[src/rtl/simple_bus_arbiter_if.sv]
// simple_bus_arbiter_if: simple_bus signal bundle; the arbiter is the master, the memory is the slave
interface simple_bus_arbiter_if;
    logic       req;
    logic       gnt;
    logic [7:0] addr;
    logic [7:0] wdata;
    logic [7:0] rdata;
    logic [1:0] mode;
    logic       start;
    logic       rdy;
    modport master (output req, addr, wdata, mode, start, input gnt, rdata, rdy);
    modport slave (input req, addr, wdata, mode, start, output gnt, rdata, rdy);
endinterface

[src/rtl/simple_bus_arbiter.sv]
// simple_bus_arbiter: round-robin sharing of one simple_bus master port between NUM_REQ requesters.
// Define SIMPLE_BUS_ARB_TIMEOUT_EN to abort REQ/WAIT after TIMEOUT cycles with err_o.
module simple_bus_arbiter #(
    parameter int NUM_REQ = 4,
    parameter int TIMEOUT = 255
) (
    input  logic                   clk,
    input  logic                   rst,
    input  logic [NUM_REQ-1:0]     req_i,
    input  logic [8*NUM_REQ-1:0]   addr_i,
    input  logic [8*NUM_REQ-1:0]   wdata_i,
    input  logic [2*NUM_REQ-1:0]   mode_i,
    output logic [NUM_REQ-1:0]     grant_o,
    output logic [NUM_REQ-1:0]     done_o,
    output logic [7:0]             rdata_o,
    output logic                   err_o,
    simple_bus_arbiter_if.master   bus
);
    localparam int PW = $clog2(NUM_REQ);
    typedef enum logic [1:0] {IDLE, REQ, START, WAIT} state_t;
    state_t r_state, w_state;
    logic [PW-1:0] r_ptr, w_ptr, r_owner, w_owner, w_win, w_k;
    logic [NUM_REQ-1:0] r_grant, w_grant, r_done, w_done;
    logic [7:0] r_rdata, w_rdata, r_addr, w_addr, r_wdata, w_wdata;
    logic [1:0] r_mode, w_mode;
    logic r_req, w_req, r_start, w_start, w_timeout, w_fin;
    logic [7:0] w_addr_a [NUM_REQ];
    logic [7:0] w_wdata_a [NUM_REQ];
    logic [1:0] w_mode_a [NUM_REQ];

    for (genvar k = 0; k < NUM_REQ; k++) begin : g_unpack
        assign w_addr_a[k]  = addr_i[8*k +: 8];
        assign w_wdata_a[k] = wdata_i[8*k +: 8];
        assign w_mode_a[k]  = mode_i[2*k +: 2];
    end

    // First requester at or after the pointer wins; the descending scan lets the nearest overwrite.
    always_comb begin
        w_win = '0;
        w_k = '0;
        for (int i = NUM_REQ - 1; i >= 0; i--) begin
            w_k = PW'((int'(r_ptr) + i) % NUM_REQ);
            if (req_i[w_k]) w_win = w_k;
        end
    end

`ifdef SIMPLE_BUS_ARB_TIMEOUT_EN
    localparam int CW = $clog2(TIMEOUT + 1);
    logic [CW-1:0] r_cnt;
    logic r_err;
    always_ff @(posedge clk) begin
        r_cnt <= (rst || (r_state != REQ && r_state != WAIT)) ? '0 : r_cnt + 1'b1;
        r_err <= !rst && w_timeout;
    end
    assign w_timeout = ((r_state == REQ && !bus.gnt) || (r_state == WAIT && !bus.rdy)) && r_cnt == CW'(TIMEOUT - 1);
    assign err_o = r_err;
`else
    assign w_timeout = 1'b0;
    assign err_o = 1'b0;
`endif

    assign w_fin = (r_state == WAIT && bus.rdy) || w_timeout;

    always_comb begin
        w_state = r_state;
        w_ptr = r_ptr;
        w_owner = r_owner;
        w_grant = r_grant;
        w_done = '0;
        w_rdata = r_rdata;
        w_addr = r_addr;
        w_wdata = r_wdata;
        w_mode = r_mode;
        w_req = r_req;
        w_start = 1'b0;
        case (r_state)
            IDLE: if (|req_i) begin
                w_state = REQ;
                w_owner = w_win;
                w_grant = NUM_REQ'(1) << w_win;
                w_req = 1'b1;
                w_addr = w_addr_a[w_win];
                w_wdata = w_wdata_a[w_win];
                w_mode = w_mode_a[w_win];
            end
            REQ: if (bus.gnt) begin
                w_state = START;
                w_start = 1'b1;
            end
            START: w_state = WAIT;
            default: ;
        endcase
        if (w_fin) begin
            w_state = IDLE;
            w_done = NUM_REQ'(1) << r_owner;
            w_grant = '0;
            w_req = 1'b0;
            w_rdata = w_timeout ? 8'h00 : bus.rdata;
            w_ptr = (r_owner == PW'(NUM_REQ - 1)) ? '0 : r_owner + 1'b1;
        end
    end

    always_ff @(posedge clk) begin
        if (rst) begin
            r_state <= IDLE;
            r_ptr <= '0;
            r_owner <= '0;
            r_grant <= '0;
            r_done <= '0;
            r_rdata <= '0;
            r_addr <= '0;
            r_wdata <= '0;
            r_mode <= '0;
            r_req <= 1'b0;
            r_start <= 1'b0;
        end else begin
            r_state <= w_state;
            r_ptr <= w_ptr;
            r_owner <= w_owner;
            r_grant <= w_grant;
            r_done <= w_done;
            r_rdata <= w_rdata;
            r_addr <= w_addr;
            r_wdata <= w_wdata;
            r_mode <= w_mode;
            r_req <= w_req;
            r_start <= w_start;
        end
    end

    assign grant_o = r_grant;
    assign done_o = r_done;
    assign rdata_o = r_rdata;
    assign bus.req = r_req;
    assign bus.addr = r_addr;
    assign bus.wdata = r_wdata;
    assign bus.mode = r_mode;
    assign bus.start = r_start;
endmodule

[src/flat_wrapper.sv]
// flat-port wrapper written by rule: the top's interface ports become plain ports
module simple_bus_arbiter_flat 
#(
    parameter int NUM_REQ = 4,
    parameter int TIMEOUT = 255
)
  (clk, rst, req_i, addr_i, wdata_i, mode_i, grant_o, done_o, rdata_o, err_o, bus_req, bus_addr, bus_wdata, bus_mode, bus_start, bus_gnt, bus_rdata, bus_rdy);
  simple_bus_arbiter_if bus_i ();
  input  logic clk;
  input  logic rst;
  input  logic [NUM_REQ-1:0] req_i;
  input  logic [8*NUM_REQ-1:0] addr_i;
  input  logic [8*NUM_REQ-1:0] wdata_i;
  input  logic [2*NUM_REQ-1:0] mode_i;
  output logic [NUM_REQ-1:0] grant_o;
  output logic [NUM_REQ-1:0] done_o;
  output logic [7:0] rdata_o;
  output logic err_o;
  output wire logic [$bits(bus_i.req)-1:0] bus_req;
  output wire logic [$bits(bus_i.addr)-1:0] bus_addr;
  output wire logic [$bits(bus_i.wdata)-1:0] bus_wdata;
  output wire logic [$bits(bus_i.mode)-1:0] bus_mode;
  output wire logic [$bits(bus_i.start)-1:0] bus_start;
  input wire logic [$bits(bus_i.gnt)-1:0] bus_gnt;
  input wire logic [$bits(bus_i.rdata)-1:0] bus_rdata;
  input wire logic [$bits(bus_i.rdy)-1:0] bus_rdy;
  assign bus_req = bus_i.req;
  assign bus_addr = bus_i.addr;
  assign bus_wdata = bus_i.wdata;
  assign bus_mode = bus_i.mode;
  assign bus_start = bus_i.start;
  assign bus_i.gnt = bus_gnt;
  assign bus_i.rdata = bus_rdata;
  assign bus_i.rdy = bus_rdy;
  simple_bus_arbiter #(.NUM_REQ(NUM_REQ), .TIMEOUT(TIMEOUT)) u_core (.clk(clk), .rst(rst), .req_i(req_i), .addr_i(addr_i), .wdata_i(wdata_i), .mode_i(mode_i), .grant_o(grant_o), .done_o(done_o), .rdata_o(rdata_o), .err_o(err_o), .bus(bus_i));
endmodule
[config.mk]
export PLATFORM = sky130hd
export DESIGN_NAME = simple_bus_arbiter_flat
export DESIGN_NICKNAME = d
export VERILOG_FILES = /design/src/rtl/simple_bus_arbiter_if.sv /design/src/rtl/simple_bus_arbiter.sv /design/src/flat_wrapper.sv
export SDC_FILE = /design/constraint.sdc
export NUM_CORES = 1
export LEC_CHECK = 0
export ABC_AREA = 1
export ABC_CLOCK_PERIOD_IN_PS = 1720
export BUFFER_PORTS_ARGS = -buffer_cell sky130_fd_sc_hd__buf_2
export CAP_MARGIN = 0
export CORE_MARGIN = 5
export CORE_UTILIZATION = 45
export CTS_CLUSTER_SIZE = 25
export DETAILED_ROUTE_END_ITERATION = 8
export PLACE_DENSITY = 0.92
export SETUP_SLACK_MARGIN = 0.4
export SLEW_MARGIN = 30
export SYNTH_ARGS = -nofsm -noshare
export SYNTH_HDL_FRONTEND = slang
export SYNTH_SLANG_ARGS = --single-unit
[constraint.sdc]
create_clock -name clk -period 1.72 [get_ports clk]
set_input_delay 0.344 -clock clk [delete_from_list [all_inputs] [get_ports clk]]
set_output_delay 0.344 -clock clk [all_outputs]
set_load 0.01 [all_outputs]
Yosys cells after proc, flatten, opt, wreduce, memory -nomap -nowiden
Cells that the tools add are included.
- magnitude comparators: 5
- mux-type cells: 26
- bitwise operators: 3
- shift-type cells: 2
- reductions and logical operators: 9
- eq/ne operators: 6
- add/subtract/negate cells: 4
- operators with widths (cell ; number):
    8-bit binary-select mux with 2-bit select ; 2
    8-bit 2-to-1 mux ; 4
    2-bit 2-to-1 mux ; 9
    2-bit by 3-bit < comparator with 1-bit output, second input constant ; 4
    1-bit binary-select mux with 2-bit select ; 4
    1-bit by 2-bit left shift with 4-bit output, first input constant ; 2
    2-bit == test, second input constant ; 3
    2-bit one-hot mux with 3 select lines ; 1
    2-bit OR reduction ; 3
    1-bit 2-to-1 mux ; 5
    2-bit by 1-bit adder with 2-bit output, second input constant ; 2
    2-bit adder, second input constant ; 2
    2-bit binary-select mux with 2-bit select ; 1
    4-bit OR reduction ; 1
    3-bit >= comparator, second input constant ; 1
    2-bit inverter with 3-bit output ; 1
    3-bit AND reduction ; 1
    3-bit nonzero test ; 1
    2-bit by 1-bit == test with 1-bit output, second input constant ; 1
    2-bit logical NOT ; 1
    2-bit by 1-bit inequality test with 1-bit output, second input constant ; 1
    2-bit inequality test, second input constant ; 1
    1-bit inverter ; 2
    2-bit AND reduction ; 1
    1-bit logical AND ; 1
- flip-flop bits (word level): 42
- word-level logic and storage cells: 66
- output and inout port bits: 37
- input port bits: 88

Depth between registers and ports, before layout
- depth in word-level cells: 11
- depth in mapped cells: 16
- gate-level depth less buffers: 14

Worst setup path before layout
No wires, ideal clock.
- kind: reg2reg
- start point: reg u_core.r_ptr[0]
- end point: reg u_core.r_addr[5] (netlist: u_core.bus.addr[5])
- setup time: 0.117 ns
- required time: 1.603 ns
- cell stages (with the launch flop): 14
- setup slack: 0.197 ns
- path buffers: 2
- clock period less this slack: 1.523 ns
- data arrival time: 1.406 ns
- cells stage by stage: dfxtp_1 -> buf_4 -> inv_4 -> nand3_1 -> and2_1 -> nand3_2 -> nand2_1 -> nand2_2 -> nand2_2 -> buf_2 -> nand3_1 -> nand3_1 -> nor2_1 -> nor2_1
- cells in the longest elaborated chain, start to end: 11
- elaborated cells on any way between the ends: 19
- classes of those cells: add/sub (3); mux (15); bitwise (1)
- ends and longest elaborated chain (element ; line ; source):
    start, declared ; simple_bus_arbiter.sv:22 ; logic [PW-1:0] r_ptr, w_ptr, r_owner, w_owner, w_win, w_k;
    start signal, assigned ; simple_bus_arbiter.sv:118 ; r_ptr <= w_ptr;
    2-bit adder ; simple_bus_arbiter.sv:42 ; w_k = PW'((int'(r_ptr) + i) % NUM_REQ);
    1-bit binary-select mux with 2-bit select ; simple_bus_arbiter.sv:43 ; if (req_i[w_k]) w_win = w_k;
    1-bit 2-to-1 mux (not written as such) ; simple_bus_arbiter.sv:43 ;
    2-bit 2-to-1 mux (3 in series) ; simple_bus_arbiter.sv:43 ;
    2-bit 2-to-1 mux (*) ; simple_bus_arbiter.sv:43 ;
    2-bit inverter with 3-bit output (not written as such) (*) ; simple_bus_arbiter.sv:82 ; w_addr = w_addr_a[w_win];
    8-bit binary-select mux with 2-bit select (*) ; simple_bus_arbiter.sv:82 ;
    8-bit 2-to-1 mux (not written as such) (*) (2 in series) ; simple_bus_arbiter.sv:82 ;
    end signal, assigned ; simple_bus_arbiter.sv:123 ; r_addr <= w_addr;
    end, declared ; simple_bus_arbiter.sv:24 ; logic [7:0] r_rdata, w_rdata, r_addr, w_addr, r_wdata, w_wdata;
Mark *: on every way between the ends. The rest lies on a longest branch, timed or not. The select of a mux whose other input is x is not followed.
A chain may end at the register's enable or synchronous reset.

Final worst setup path
- start point: reg u_core.r_ptr[0]
- end point: reg u_core.r_addr[0] (netlist: u_core.bus.addr[0])
Same word-level chain as after synthesis.

==> results.ini <==
[die]
die_w_um = 82.8
fp.dieH_um = 82.8
core_region_area_mm2 = 0.00514
fp-row-count = 26
die_area_mm2 = 0.00686
pin_count = 125
start_util_pct = 46.4

[place]
dpl_cell_area_mm2 = 0.00312
port_buffers = 123
dp_hpwl_um = 5760
gp_congestion = 0.919

[power]
p_int_w = 0.00288
ir_worst_vdd_mv = 0.766
p_clk_share_pct = 15.6
leakage_nw = 1.92
share_comb_of_total_power_pct = 55.3
powerDensity_mw_per_mm2 = 1330
switching_share_pct = 43.0
power.switching_w = 0.00217
seqPwrFrac_pct = 29.0
power.total_w = 0.00506

[route]
wl_per_cell_um = 17.5
drc = 0
vias_per_cell = 5.86
vias = 3322
drt_wl_total_um = 9910
antenna_left = 0
drt_iter0_drc = 366
drt_pass1_iterations = 6

[setup_path]
rr_worst_depth = 15
cp.required_ps = 1930
cp.arrival_ps = 2050
crit_path_max_fanout = 8
timing.rr.start = u_core.r_ptr[0]
crit_path_start_kind = flip-flop
path_class = reg -> reg
rr_endpoint = u_core.bus.addr[0]
rrSetupSlack_ps = -120
worst_setup_path_end_kind = flip-flop

[global_route]
grt_max_degree = 32
grt_busiest_layer = met2
grt_pass1_vias = 2772
grt_pass1_wl_um = 12500
met2_usage_pct = 40.5
grt_util_all_layers_pct = 24.0
grt-ovfl-total = 0
globalRouteMet3Util_pct = 5.08
use_met1_pct = 28.3
antenna_found_initial = 0

[logic_synthesis]
avgSynthCellArea_um2 = 6.68
yosysWarnings = 0
synth_cells = 357
yosysUniqueCellTypes = 24
synth_area_mm2 = 0.00238
synth_nets = 450
yosysSeqAreaShare_pct = 35.3
ys_ff_latch = 42

[layout]
drive_above_1_share_pct = 46.4
fin_area_mm2 = 0.00380
area_growth_pct = 59.4
multi_input_comb_area_mm2 = 0.00155
ff_latch_area_um2 = 853
nets = 586
nFillCells = 368

[sta]
worst_slack_ps = -118
final-setup-viol-count = 14
holdWs_ps = 266
finalHoldViolCount = 0
grt_setup_unrepaired = true
tns_ps = -696
period_share_pct = 107
drv_slew = 0
post-route-min-period_ps = 1840
fin_skew_ps = 2.50
fmax_mhz = 544

[hold_path]
hold_class = in -> reg
worstHoldEndpoint = u_core.rdata_o[1]
whs_path_depth = 3
holdCritStartpoint = bus_rdata[1]

[clock_tree]
ctsHtreeMaxLevel = 2
root_buffer = clkbuf_8
cts_sinks = 42
clockBufferDepth = 2
cts_tree = done
insertion_delay_ps = 300
numCtsBuffers = 5
clkTransAtPathRegs_ps = 80

[outcome]
status = finished, violations left
violations = setup timing

[run]
cap_violations = 0

## worst max-delay path by stage
stage                               start                  end  slack (ps)  cells past startpoint
after CTS                 u_core.r_ptr[0]   u_core.bus.addr[4]          40                     13
after detailed placement  u_core.r_ptr[1]  u_core.bus.wdata[6]         -10                     15
final                     u_core.r_ptr[0]   u_core.bus.addr[0]        -120                     15
after global routing      u_core.r_ptr[0]   u_core.bus.addr[0]        -230                     13
after floorplan           u_core.r_ptr[0]   u_core.bus.addr[0]         200                     13
after global placement           req_i[3]  u_core.bus.wdata[7]          60                     14
## registers in the layout, indices dropped and copies added (netlist names)
| signal | cells |
|---|---|
| u_core.rdata_o | 8 |
| u_core.r_state | 2 |
| u_core.bus.addr | 8 |
| u_core.bus.wdata | 8 |
| u_core.grant_o | 4 |
| u_core.bus.mode | 2 |
| u_core.done_o | 4 |
| u_core.r_ptr | 2 |
| u_core.r_owner | 2 |
| u_core.bus.start | 1 |
| u_core.bus.req | 1 |
## kinds of logic (layout without fill, tap and decap cells)
| kind of cell | count (synthesis) | count (layout) | synth area share (%) |
|---|---|---|---|
| AO/OA/AOI/OAI | 34 | 34 | 7.40 |
| adder cells (fa/ha/maj) | 5 | 5 | 2.62 |
| flip-flops | 42 | 42 | 35.3 |
| buffers and inverters | 50 | 187 | 10.1 |
| AND/OR/NAND/NOR | 225 | 225 | 44.5 |
| other | 1 | 4 | 0.157 |
## through the flow
step	util (%)	setup slack, ps	cells
6_report	74.0	-118	567
5_1_grt	73.8	-226	564
4_1_cts	66.4	43.6	553
3_5_place_dp	60.6	-11.4	537
3_3_place_gp	60.6	57.3	537
2_1_floorplan	-	199	357
## routing by layer
metal	vias up	part of all wire, %
met3	51	10
met1	1540	37
met5	-	0
li1	1489	-
met2	242	49
met4	0	3.7
## synth_stat cells, drive strengths merged
cell | n | area, um2
nand3 | 75 | 385
nand2 | 68 | 263
nor2 | 44 | 181
dfxtp | 42 | 841
nand4 | 31 | 194
o21ai | 24 | 120
inv | 21 | 81.3
buf | 18 | 118
clkbuf | 9 | 33.8
a21oi | 8 | 40.0
ha | 5 | 62.6
nor3 | 5 | 25.0
and2 | 2 | 12.5
clkinv | 2 | 7.51
conb | 1 | 3.75
o21bai | 1 | 7.51
o32ai | 1 | 8.76
## cell usage in the layout, fill, tap and decap left out, types with 5 or more instances in the layout
cell | synthesis | routed
nor2_2 | 0 | 5
nand3_2 | 2 | 16
nand2_4 | 0 | 5
inv_1 | 18 | 14
dfxtp_1 | 42 | 38
nor2_1 | 43 | 38
buf_2 | 10 | 123
a21oi_2 | 0 | 5
nand2_1 | 65 | 49
nand4_1 | 31 | 31
o21ai_0 | 24 | 21
nand2_2 | 3 | 12
nor3_1 | 5 | 5
clkbuf_8 | 0 | 5
buf_4 | 6 | 16
nand3_1 | 73 | 57
## power by group through the flow
stage,clock network (W),logic [W],registers [W]
2_1_floorplan,0,0.00127,0.00153
3_3_place_gp,0,0.00195,0.00143
3_5_place_dp,0,0.00201,0.00145
4_1_cts,0.000776,0.00224,0.00144
5_1_grt,0.000835,0.00299,0.00149
6_report,0.000790,0.00280,0.00147
## area by class of cell
cell class,instances,share of cell area (%)
inverters,23,2.70
diodes,3,0.197
multi-input cells,265,40.8
repair buffers,156,28.7
clock buffers,5,1.81
well taps,70,2.30
flip-flops and latches,42,22.4
clock inverters,3,1.05
## critical path, cell delays in order, from the launching register on
cell and delay [ps]:
dfxtp_4 430, inv_6 70, nand2_1 70, nand2_2 60, nand2_2 70, nand2_1 50
inv_1 50, nand2_1 60, nand2_2 120, nand2_8 100, inv_8 110, buf_12 130
nand3_1 80, nand3_1 120, nor2_2 50, nor2_1 180
## repair_timing
item,CTS,global route
setup buffers,4,7
hold buffers,0,0
setup endpoints to repair,28,32
gates cloned,4,4
gates resized for setup,19,58
pin swaps,11,19
(Power assumes the default switching activity.)
